[config.mk]
export PLATFORM = sky130hd
export DESIGN_NAME = dlx_dmem_arbiter
export DESIGN_NICKNAME = d
export VERILOG_FILES = /design/src/rtl/dlx_dmem_arbiter.sv
export SDC_FILE = /design/constraint.sdc
export NUM_CORES = 1
export LEC_CHECK = 0
export BUFFER_PORTS_ARGS = -buffer_cell sky130_fd_sc_hd__buf_2
export CORE_ASPECT_RATIO = 1.4
export CORE_MARGIN = 8
export CORE_UTILIZATION = 43
export CTS_CLUSTER_SIZE = 40
export DETAILED_ROUTE_END_ITERATION = 12
export PLACE_DENSITY = 0.87
export SETUP_SLACK_MARGIN = 0.2
export SYNTH_ARGS = -nofsm -noshare
export SYNTH_HDL_FRONTEND = slang
export SYNTH_SLANG_ARGS = --single-unit
[constraint.sdc]
create_clock -name clock -period 2.34 [get_ports clock]
set_input_delay 0.234 -clock clock [delete_from_list [all_inputs] [get_ports clock]]
set_output_delay 0.234 -clock clock [all_outputs]
set_load 0.005 [all_outputs]
[src/rtl/dlx_dmem_arbiter.sv]
// dlx_dmem_arbiter: shares the single-port data RAM between the DLX memory stage and a debug port,
// one captured access at a time, round-robin on ties.
module dlx_dmem_arbiter #(
  parameter int ADDR_W    = 32,
  parameter int DATA_W    = 32,
  parameter int MEM_WORDS = 64
) (
  input  logic              clock,
  input  logic              reset,
  input  logic              cpu_req,
  input  logic              cpu_we,
  input  logic [ADDR_W-1:0] cpu_addr,
  input  logic [DATA_W-1:0] cpu_wdata,
  output logic [DATA_W-1:0] cpu_rdata,
  output logic              cpu_ack,
  output logic              cpu_err,
  output logic              cpu_stall,
  input  logic              dbg_req,
  input  logic              dbg_we,
  input  logic [ADDR_W-1:0] dbg_addr,
  input  logic [DATA_W-1:0] dbg_wdata,
  output logic [DATA_W-1:0] dbg_rdata,
  output logic              dbg_ack,
  output logic              dbg_err,
  output logic [ADDR_W-1:0] ram_addr,
  output logic              ram_we,
  output logic [DATA_W-1:0] ram_wdata,
  input  logic [DATA_W-1:0] ram_rdata
);
  typedef enum logic [1:0] {IDLE, ACCESS, RESP} state_t;
  localparam logic [ADDR_W-1:0] LIMIT = ADDR_W'(MEM_WORDS * 4);
  state_t state, state_nx;
  // owner and last_grant: 1 = debug port, 0 = pipeline
  logic owner, last_grant, cap_we, cap_err;
  logic any_req, pick_dbg, sel_we, sel_err;
  logic [ADDR_W-1:0] sel_addr;
  logic [DATA_W-1:0] sel_wdata, rd_val;
  always_comb begin
    any_req   = cpu_req | dbg_req;
    pick_dbg  = dbg_req & (~cpu_req | ~last_grant);
    sel_we    = pick_dbg ? dbg_we : cpu_we;
    sel_addr  = pick_dbg ? dbg_addr : cpu_addr;
    sel_wdata = pick_dbg ? dbg_wdata : cpu_wdata;
    sel_err   = (sel_addr >= LIMIT) || (sel_addr[1:0] != 2'b00);
    rd_val    = (cap_we | cap_err) ? '0 : ram_rdata;
    state_nx  = state == IDLE ? (any_req ? ACCESS : IDLE) : state == ACCESS ? RESP : IDLE;
  end
  assign cpu_stall = cpu_req & ~cpu_ack;
  // ram_addr/ram_wdata double as the captured request so the RAM never sees live inputs
  always_ff @(posedge clock or negedge reset) begin
    if (!reset) begin
      state      <= IDLE;
      owner      <= 1'b0;
      last_grant <= 1'b1;
      cap_we     <= 1'b0;
      cap_err    <= 1'b0;
      ram_addr   <= '0;
      ram_wdata  <= '0;
      ram_we     <= 1'b0;
      cpu_rdata  <= '0;
      dbg_rdata  <= '0;
      cpu_ack    <= 1'b0;
      dbg_ack    <= 1'b0;
      cpu_err    <= 1'b0;
      dbg_err    <= 1'b0;
    end else begin
      state <= state_nx;
      case (state)
        IDLE: if (any_req) begin
          owner     <= pick_dbg;
          cap_we    <= sel_we;
          cap_err   <= sel_err;
          ram_addr  <= sel_addr;
          ram_wdata <= sel_wdata;
          ram_we    <= sel_we & ~sel_err;
        end
        ACCESS: begin
          ram_we <= 1'b0;
          if (owner) begin
            dbg_rdata <= rd_val;
            dbg_ack   <= 1'b1;
            dbg_err   <= cap_err;
          end else begin
            cpu_rdata <= rd_val;
            cpu_ack   <= 1'b1;
            cpu_err   <= cap_err;
          end
        end
        RESP: begin
          cpu_ack    <= 1'b0;
          dbg_ack    <= 1'b0;
          cpu_err    <= 1'b0;
          dbg_err    <= 1'b0;
          last_grant <= owner;
        end
        default: ;
      endcase
    end
  end
endmodule

# Word level (Yosys, flattened, before mapping)
# Cells that the tools add are included.
# classes
order_cmp	1
eq_ne	5
muxes	17
n_bitwise	11
reduce_logical	11
# ops
op	n
two-way mux 32 bit	3
greater-or-equal comparator 32 x 9 -> 1 bit, second input constant	1
AND reduction 2 bit	6
case mux 1 bit (2 select lines)	5
two-way mux 1 bit	7
inequality test 2 bit, second input constant	3
nonzero test 2 bit	3
inverter 1 bit	5
two-way mux 2 bit	2
AND 1 bit	3
bitwise OR 1 bit	3
equality test 2 x 1 -> 1 bit, second input constant	1
equality test 2 bit, second input constant	1
zero test 2 bit	1
logical OR 1 bit	1
# totals
register_bits	139
input_bits	166
output_inout_bits	134
word_cells	59

# Longest topological paths before layout
# Gate-level depths: netlist of run 1.
# logic_depth
ltp_word	10
ltp_mapped	7
mapped_depth_nobuf	5

# Least setup slack after synthesis of run 1
# OpenSTA, ideal clock, no wires.
# synth_path
kind	flip-flop to flip-flop
from	register last_grant
to	register owner
setup_ps	127
arrival_ps	1267
t_required_ps	2213
slack_ps	945
path_stages_with_launch	6
path_buffers	3
synth_period_minus_slack_ps	1395
path_cell_list	dfstp_2 -> a21boi_2 -> buf_4 -> buf_8 -> buf_6 -> mux2_1
# synth_via
elab_chain_cells	3
# synth_rtl
element	line	rtl
start: declaration	34	logic owner, last_grant, cap_we, cap_err;
start signal: assignment	94	last_grant <= owner;
inverter 1 bit	40	pick_dbg = dbg_req & (~cpu_req | ~last_grant);
bitwise OR 1 bit	40	
AND 1 bit	40	
end signal: assignment	70	owner <= pick_dbg;
end: declaration	34	
# No other way between the ends.
# A chain may end at the register's enable or synchronous reset.

# Worst setup path after layout of run 1
# layout_path
from	register last_grant
to	register ram_addr[8]
# layout_via
elab_chain_cells	4
# layout_rtl
element	line	rtl
inverter 1 bit	40	
bitwise OR 1 bit	40	
AND 1 bit	40	
two-way mux 32 bit	42	sel_addr = pick_dbg ? dbg_addr : cpu_addr;
end signal: assignment	73	ram_addr <= sel_addr;
end: declaration	25	output logic [ADDR_W-1:0] ram_addr,
# No other way between the ends.

==> metrics, run 1 <==
Final Max Tran Viols 0; crit path time final roughly 1.7 ns; Worst setup endpoint ram_addr[8]; post-synth net total 755; # rows 50; # diodes 0; Cell Pwr Density between 1000 and 1500 mW/mm2; via count 5381; Worst R2R Path Depth 4; IO Pins 300; internal power 5.80 mW; Routed Antenna Nets 0; CTS Buf Count 17; Reg2Reg Capture Point ram_addr[8]; critical path type reg -> reg; H-tree depth 4; combinational fraction of design power a little over 30%; highest clock rate ~0.6 GHz; worst vdd ir about 0.00056 V; Die X-Extent ~120 um; Power Total 8.90 mW; Max Fanout on Critical Path 29; Seq cells post-synth between 100 and 150; WL/cell 17.4 um; Core Footprint approximately 0.013 mm2; die height around 150 um; worst hold-check slack ~0.08 ns; Worst path depth 4; design area ~0.0082 mm2; HP Class in -> reg; WP data required between 2 and 3 ns; worst path bufs/invs 1; CP max-delay cell a21boi_4; Worst setup EP type flop; Area Overhead vs Synth 39.2%; vias in the first global route around 5600; Syn. warnings 0; initial core utilization around 44%; Initial DRT Pass Iterations 4; first-pass GRT wire length around 29000 um; TNS Setup 0 ns; final net count 1050; sequential share of power 39.2%; Finish-stage setup viols 0; Placement Cell Area 0.00764 mm2; share of post-route cells with drive strength above 1 39.5%; CP arrival slightly below 2 ns; ys flop type dfrtp_1; Worst Skew approximately 0.015 ns; Synth Instances approximately 590; DR vias/cell roughly 5.0; HPWL Detailed 14500 um; CP startpoint last_grant; port bufs roughly 300; CTS Sinks 139; MaxCap Viol Count 0; slew margin rel. approximately 57%; status completed; initial antenna violation count 1; sequential share of the synthesized area between 50% and 60%; crit-path cells a21boi_4, buf_12, mux2i_1, o21ai_0; clock root cell clkbuf_16; Setup crit start kind flop; Avg Cell Area, Syn 10.1 um2; CTS tree done; RSZ-0062 raised after global routing no; Yosys cell types 34; Top delay family on crit path compound AO/OA/AOI/OAI gates; WL final roughly 19000 um; Final Hold Viols 0; Critical R2R Launch last_grant; Post-synth ARST share 100%; grt ovf 0; Leak Pwr 4.32 nW; worst slew pin tran around 0.64 ns; r2r setup slk ~0.67 ns; DRC Markers 0; worst-skew pair later-pin latency a little over 0.4 ns; Mapped Area between 0.005 and 0.006 mm2; Net Sw Frac a little over a third; GRT Total Usage 20.6%; GPL Wtd Cong about 0.86; post-cts repair resize count 0; Clock power frac a little over 30%; die area between 0.015 and 0.02 mm2; clk buf depth 2; post-layout util between 60 and 70%; largest net degree at the start of global routing 70; Period Utilization, post-route between 70% and 80%; Reg clk slew, reported paths 0.06 ns; number of DRC markers in iteration 0 ~290; crit-path max cell delay ~0.5 ns; EDFF count, synth 0; Net Sw Power 3.10 mW
==> metrics by stage <==
stage	worst slack (ns)	instances
6_report	0.665	1078
5_1_grt	0.546	1078
4_1_cts	0.635	1078
3_5_place_dp	0.616	1046
3_3_place_gp	0.681	1046
2_1_floorplan	0.945	589
==> worst min path at each step <==
stage	from	to	slack, ns	cells after the start
final	ram_rdata[15]	cpu_rdata[15]	0.08	3
after global routing	ram_rdata[20]	cpu_rdata[20]	0.09	3
after CTS	ram_rdata[15]	cpu_rdata[15]	0.07	3
after detailed placement	reset	cpu_rdata[20]	0.27	1
after global placement	reset	cpu_rdata[20]	0.27	1
after floorplan	reset	cap_err	-0.06	0
==> cell families after synthesis <==
logic type / Yosys count / synth area share, %
AND/OR/NAND/NOR: 199 / 13.7
buffers and inverters: 41 / 3.61
AO/OA/AOI/OAI: 144 / 12.8
flip-flops: 139 / 58.8
multiplexers: 66 / 11.2
==> worst reg2reg max path: stages (launching register included) <==
cell      delay (ns)
dfstp_2         0.38
a21boi_4        0.50
buf_12          0.31
mux2i_1         0.24
o21ai_0         0.10
==> flip-flops by register name, indices dropped and copies added, names as in the netlist <==
name	flops
cpu_rdata	32
dbg_rdata	32
ram_addr	32
ram_wdata	32
state	2
cap_err	1
cap_we	1
cpu_ack	1
cpu_err	1
dbg_ack	1
dbg_err	1
last_grant	1
owner	1
ram_we	1
==> final cells by class <==
class	instances	area (um2)
clock inverters	13	158
fillers	1173	5140
repair buffers	314	1680
clock buffers	18	439
inverters	3	11.3
well taps	182	228
multi-input cells	409	2250
flip-flops and latches	139	3480
==> Yosys cell counts (2+ instances only) <==
cell / number / share of area, %
nor3_2: 2 / 0.34
buf_4: 7 / 0.89
nor2_1: 7 / 0.44
nand2_1: 170 / 11
a32o_1: 2 / 0.34
dfrtp_1: 138 / 58
o221ai_1: 2 / 0.30
a21oi_1: 2 / 0.17
mux2i_1: 65 / 11
nand4_1: 2 / 0.21
inv_1: 2 / 0.13
nor3_1: 3 / 0.25
nor4_1: 8 / 0.85
o21ai_1: 9 / 0.76
clkbuf_1: 17 / 1.1
o21ai_0: 124 / 10
buf_2: 12 / 1.0
==> power by group through the flow <==
stage	registers (mW)	logic (mW)	clock network [mW]
global route	3.57	3.03	2.84
floorplan	3.50	1.40	0
CTS	3.49	2.77	2.74
finish	3.49	2.71	2.70
global placement	3.47	2.65	0
detailed placement	3.51	2.76	0
==> timing repair <==
action	4_1_cts	5_1_grt
buffers inserted	0	0
hold buffers	1	0
hold endpoints to repair	66	0
==> routing by layer <==
layer  vias to the layer above  global-route usage (%)  routed length, um
met3                        26                    6.51               1640
met4                         2                    8.61                367
met2                       223                    37.0               9870
li1                       2610                       -                  -
met1                      2520                    21.4               6820
met5                         -                       0                 10
==> layout by cell type, fill, tap and decap left out, drive strengths merged, types with 2 or more instances in the layout <==
cell type,synthesis,final
nor2b,2,2
o221ai,2,2
buf,21,313
mux2i,65,65
nor2,7,7
inv,3,9
clkinvlp,0,3
a21oi,2,2
clkinv,0,2
dfrtp,138,138
clkbuf,17,18
nor3,5,5
nand2,171,171
o21ai,134,134
bufinv,0,2
a32o,2,2
nand4,2,2
nor4,8,8
Power figures use the tool's default switching activity.
==> inputs of run 2 (changes only) <==
Clock period 2.34 ns to 1.7 ns, I/O delays scaled along.
==> metrics, run 2 (synthesized netlist as in run 1, its figures left out) <==
post-layout util 62.2% (was 61.6%); sequential share of power 39.2% (about the same); Worst Skew 0.0101 ns (was 0.0155 ns); Power Total 12.2 mW (was 8.90 mW); critical path type reg -> reg (unchanged); crit-path max cell delay 0.55 ns (was 0.50 ns); status completed (unchanged); hold path depth 3 (unchanged); HP Class in -> reg (unchanged); final cell count without fillers 1083 (was 1078); CTS tree done (unchanged); Placement Cell Area 0.00768 mm2 (was 0.00764 mm2); Worst setup EP type flop (unchanged); HPWL Detailed 14300 um (was 14500 um); share of post-route cells with drive strength above 1 39.8% (was 39.5%); CP max-delay cell dfstp_2 (was a21boi_4); RSZ-0062 raised after global routing yes (was no); Routed Antenna Nets 0 (unchanged); die area 0.0178 mm2 (unchanged); Max Fanout on Critical Path 9 (was 29); via count 5422 (was 5381); worst-skew pair later-pin latency 0.41 ns (about the same); Period Utilization, post-route 83.5% (was 71.6%); Area Overhead vs Synth 40.7% (was 39.2%); DR vias/cell 5.01 (was 4.99); combinational fraction of design power 31.0% (was 30.5%); TNS Setup 0 ns (unchanged); Net Sw Power 4.24 mW (was 3.10 mW); Clock power frac 29.9% (was 30.3%); Top delay family on crit path flip-flops (was compound AO/OA/AOI/OAI gates); slew margin rel. 72.5% (was 57.1%); IO Pins 300 (unchanged); # diodes 0 (unchanged); worst slew pin tran 0.409 ns (was 0.643 ns); CTS Buf Count 17 (unchanged); crit-path cells a21boi_4, buf_12, buf_4, nor3_4, o221ai_1, o21a_1 (was a21boi_4, buf_12, mux2i_1, o21ai_0); Core Footprint 0.0134 mm2 (unchanged); # rows 50 (unchanged); r2r setup slk 0.28 ns (was 0.67 ns); design area 0.00833 mm2 (was 0.00824 mm2); WL/cell 16.7 um (was 17.4 um); Finish-stage setup viols 0 (unchanged); vias in the first global route 5711 (was 5634); Leak Pwr 4.37 nW (was 4.32 nW); Filler cells 1159 (was 1173); clock root cell clkbuf_16 (unchanged); final net count 1054 (was 1050); worst vdd ir 0.000974 V (was 0.000564 V); Hold Path End cpu_rdata[12] (was cpu_rdata[15]); Net Sw Frac 34.8% (about the same); Cell Pwr Density 1460 mW/mm2 (was 1080 mW/mm2); min-delay src ram_rdata[12] (was ram_rdata[15]); WP data required 2.00 ns (was 2.60 ns); Reg clk slew, reported paths 0.06 ns (about the same); most common cell after layout, fill and taps aside buf_2 (unchanged); most frequent cells in the layout buf_2, nand2_1, dfrtp_1 (unchanged); die height 155 um (unchanged); crit path time final 1.42 ns (was 1.67 ns); CTS Sinks 139 (unchanged); Die X-Extent 115 um (unchanged); largest net degree at the start of global routing 78 (was 70); Setup crit start kind flop (unchanged); port bufs 299 (unchanged); first-pass GRT wire length 28700 um (about the same); GRT Total Usage 20.5% (was 20.6%); Final Hold Viols 0 (unchanged); internal power 7.94 mW (was 5.80 mW); clk buf depth 2 (unchanged); CP arrival 1.72 ns (was 1.93 ns); worst path bufs/invs 2 (was 1); Initial DRT Pass Iterations 4 (unchanged); H-tree depth 4 (unchanged); grt ovf 0 (unchanged); WL final 18100 um (was 18700 um); GPL Wtd Cong 0.852 (was 0.862); initial core utilization 44.2% (unchanged); Final Max Tran Viols 0 (unchanged); Worst R2R Path Depth 6 (was 4); DRC Markers 0 (unchanged); number of DRC markers in iteration 0 327 (was 288); highest clock rate 0.705 GHz (was 0.597 GHz); initial antenna violation count 0 (was 1); Reg2Reg Capture Point cap_err (was ram_addr[8]); MaxCap Viol Count 0 (unchanged); Inst Count DP 1047 (was 1046); Critical R2R Launch last_grant (unchanged)
[run 2: cell count changes in the layout (fill, tap and decap cells not counted)]
cell / delta
nor3_4: +1
inv_8: +1
buf_4: -1
buf_12: +4
clkinvlp_4: -1
nor2b_4: +1
nor3_2: -1
inv_6: +2
nor2b_2: -1
buf_8: +1
bufinv_16: -1
[run 2: power groups by stage]
stage	clock, mW	combinational, mW	sequential [mW]
CTS	3.72	3.81	4.77
global placement	0	3.65	4.78
global route	3.86	4.28	4.89
floorplan	0	1.93	4.82
detailed placement	0	3.78	4.81
finish	3.64	3.77	4.77
[run 2: area by class of cell]
cell class / instances / area [um2] / area share (%)
flip-flops and latches: 139 / 3480 / 41.8
clock buffers: 18 / 439 / 5.27
clock inverters: 14 / 149 / 1.79
well taps: 182 / 228 / 2.73
inverters: 3 / 11.3 / 0.135
repair buffers: 318 / 1770 / 21.2
multi-input cells: 409 / 2260 / 27.1
[run 2: stage by stage]
step           hold WS [ns]  setup slack (ns)
2_1_floorplan        -0.126             0.305
3_3_place_gp          0.107             0.160
3_5_place_dp          0.107             0.106
4_1_cts             0.00311             0.208
5_1_grt              0.0255             0.192
6_report             0.0261             0.281
[run 2: worst max path at each step]
stage	startpoint	to	slack [ns]	cells after the start
floorplan	last_grant	owner	0.31	5
global placement	last_grant	ram_addr[24]	0.16	4
detailed placement	last_grant	ram_addr[22]	0.11	4
CTS	last_grant	cap_err	0.21	6
global route	state[1]	ram_wdata[0]	0.19	4
finish	last_grant	cap_err	0.28	6
[run 2: what timing repair did]
| action | in CTS | in global routing |
|---|---|---|
| buffers inserted | 2 | 1 |
| gates resized for setup | 2 | 3 |
| hold buffers | 1 | 0 |
| setup endpoints to repair | 56 | 53 |
| hold endpoints to repair | 37 | 0 |
| pin swaps | 1 | 1 |
[run 2: per-layer routing]
metal  track usage (%)  part of all wire, %  routed length, um
met3              7.60                  9.2               1660
met1              22.0                   37               6760
met4              8.10                  2.4                440
met2              35.4                   51               9220
met5                 0                    0                  0
[run 2: worst register-to-register path, cell delays in order, from the launching register on]
cell and delay, ns:
dfstp_2 0.55, a21boi_4 0.06, buf_12 0.15, buf_4 0.15, nor3_4 0.14, o221ai_1 0.15
o21a_1 0.12
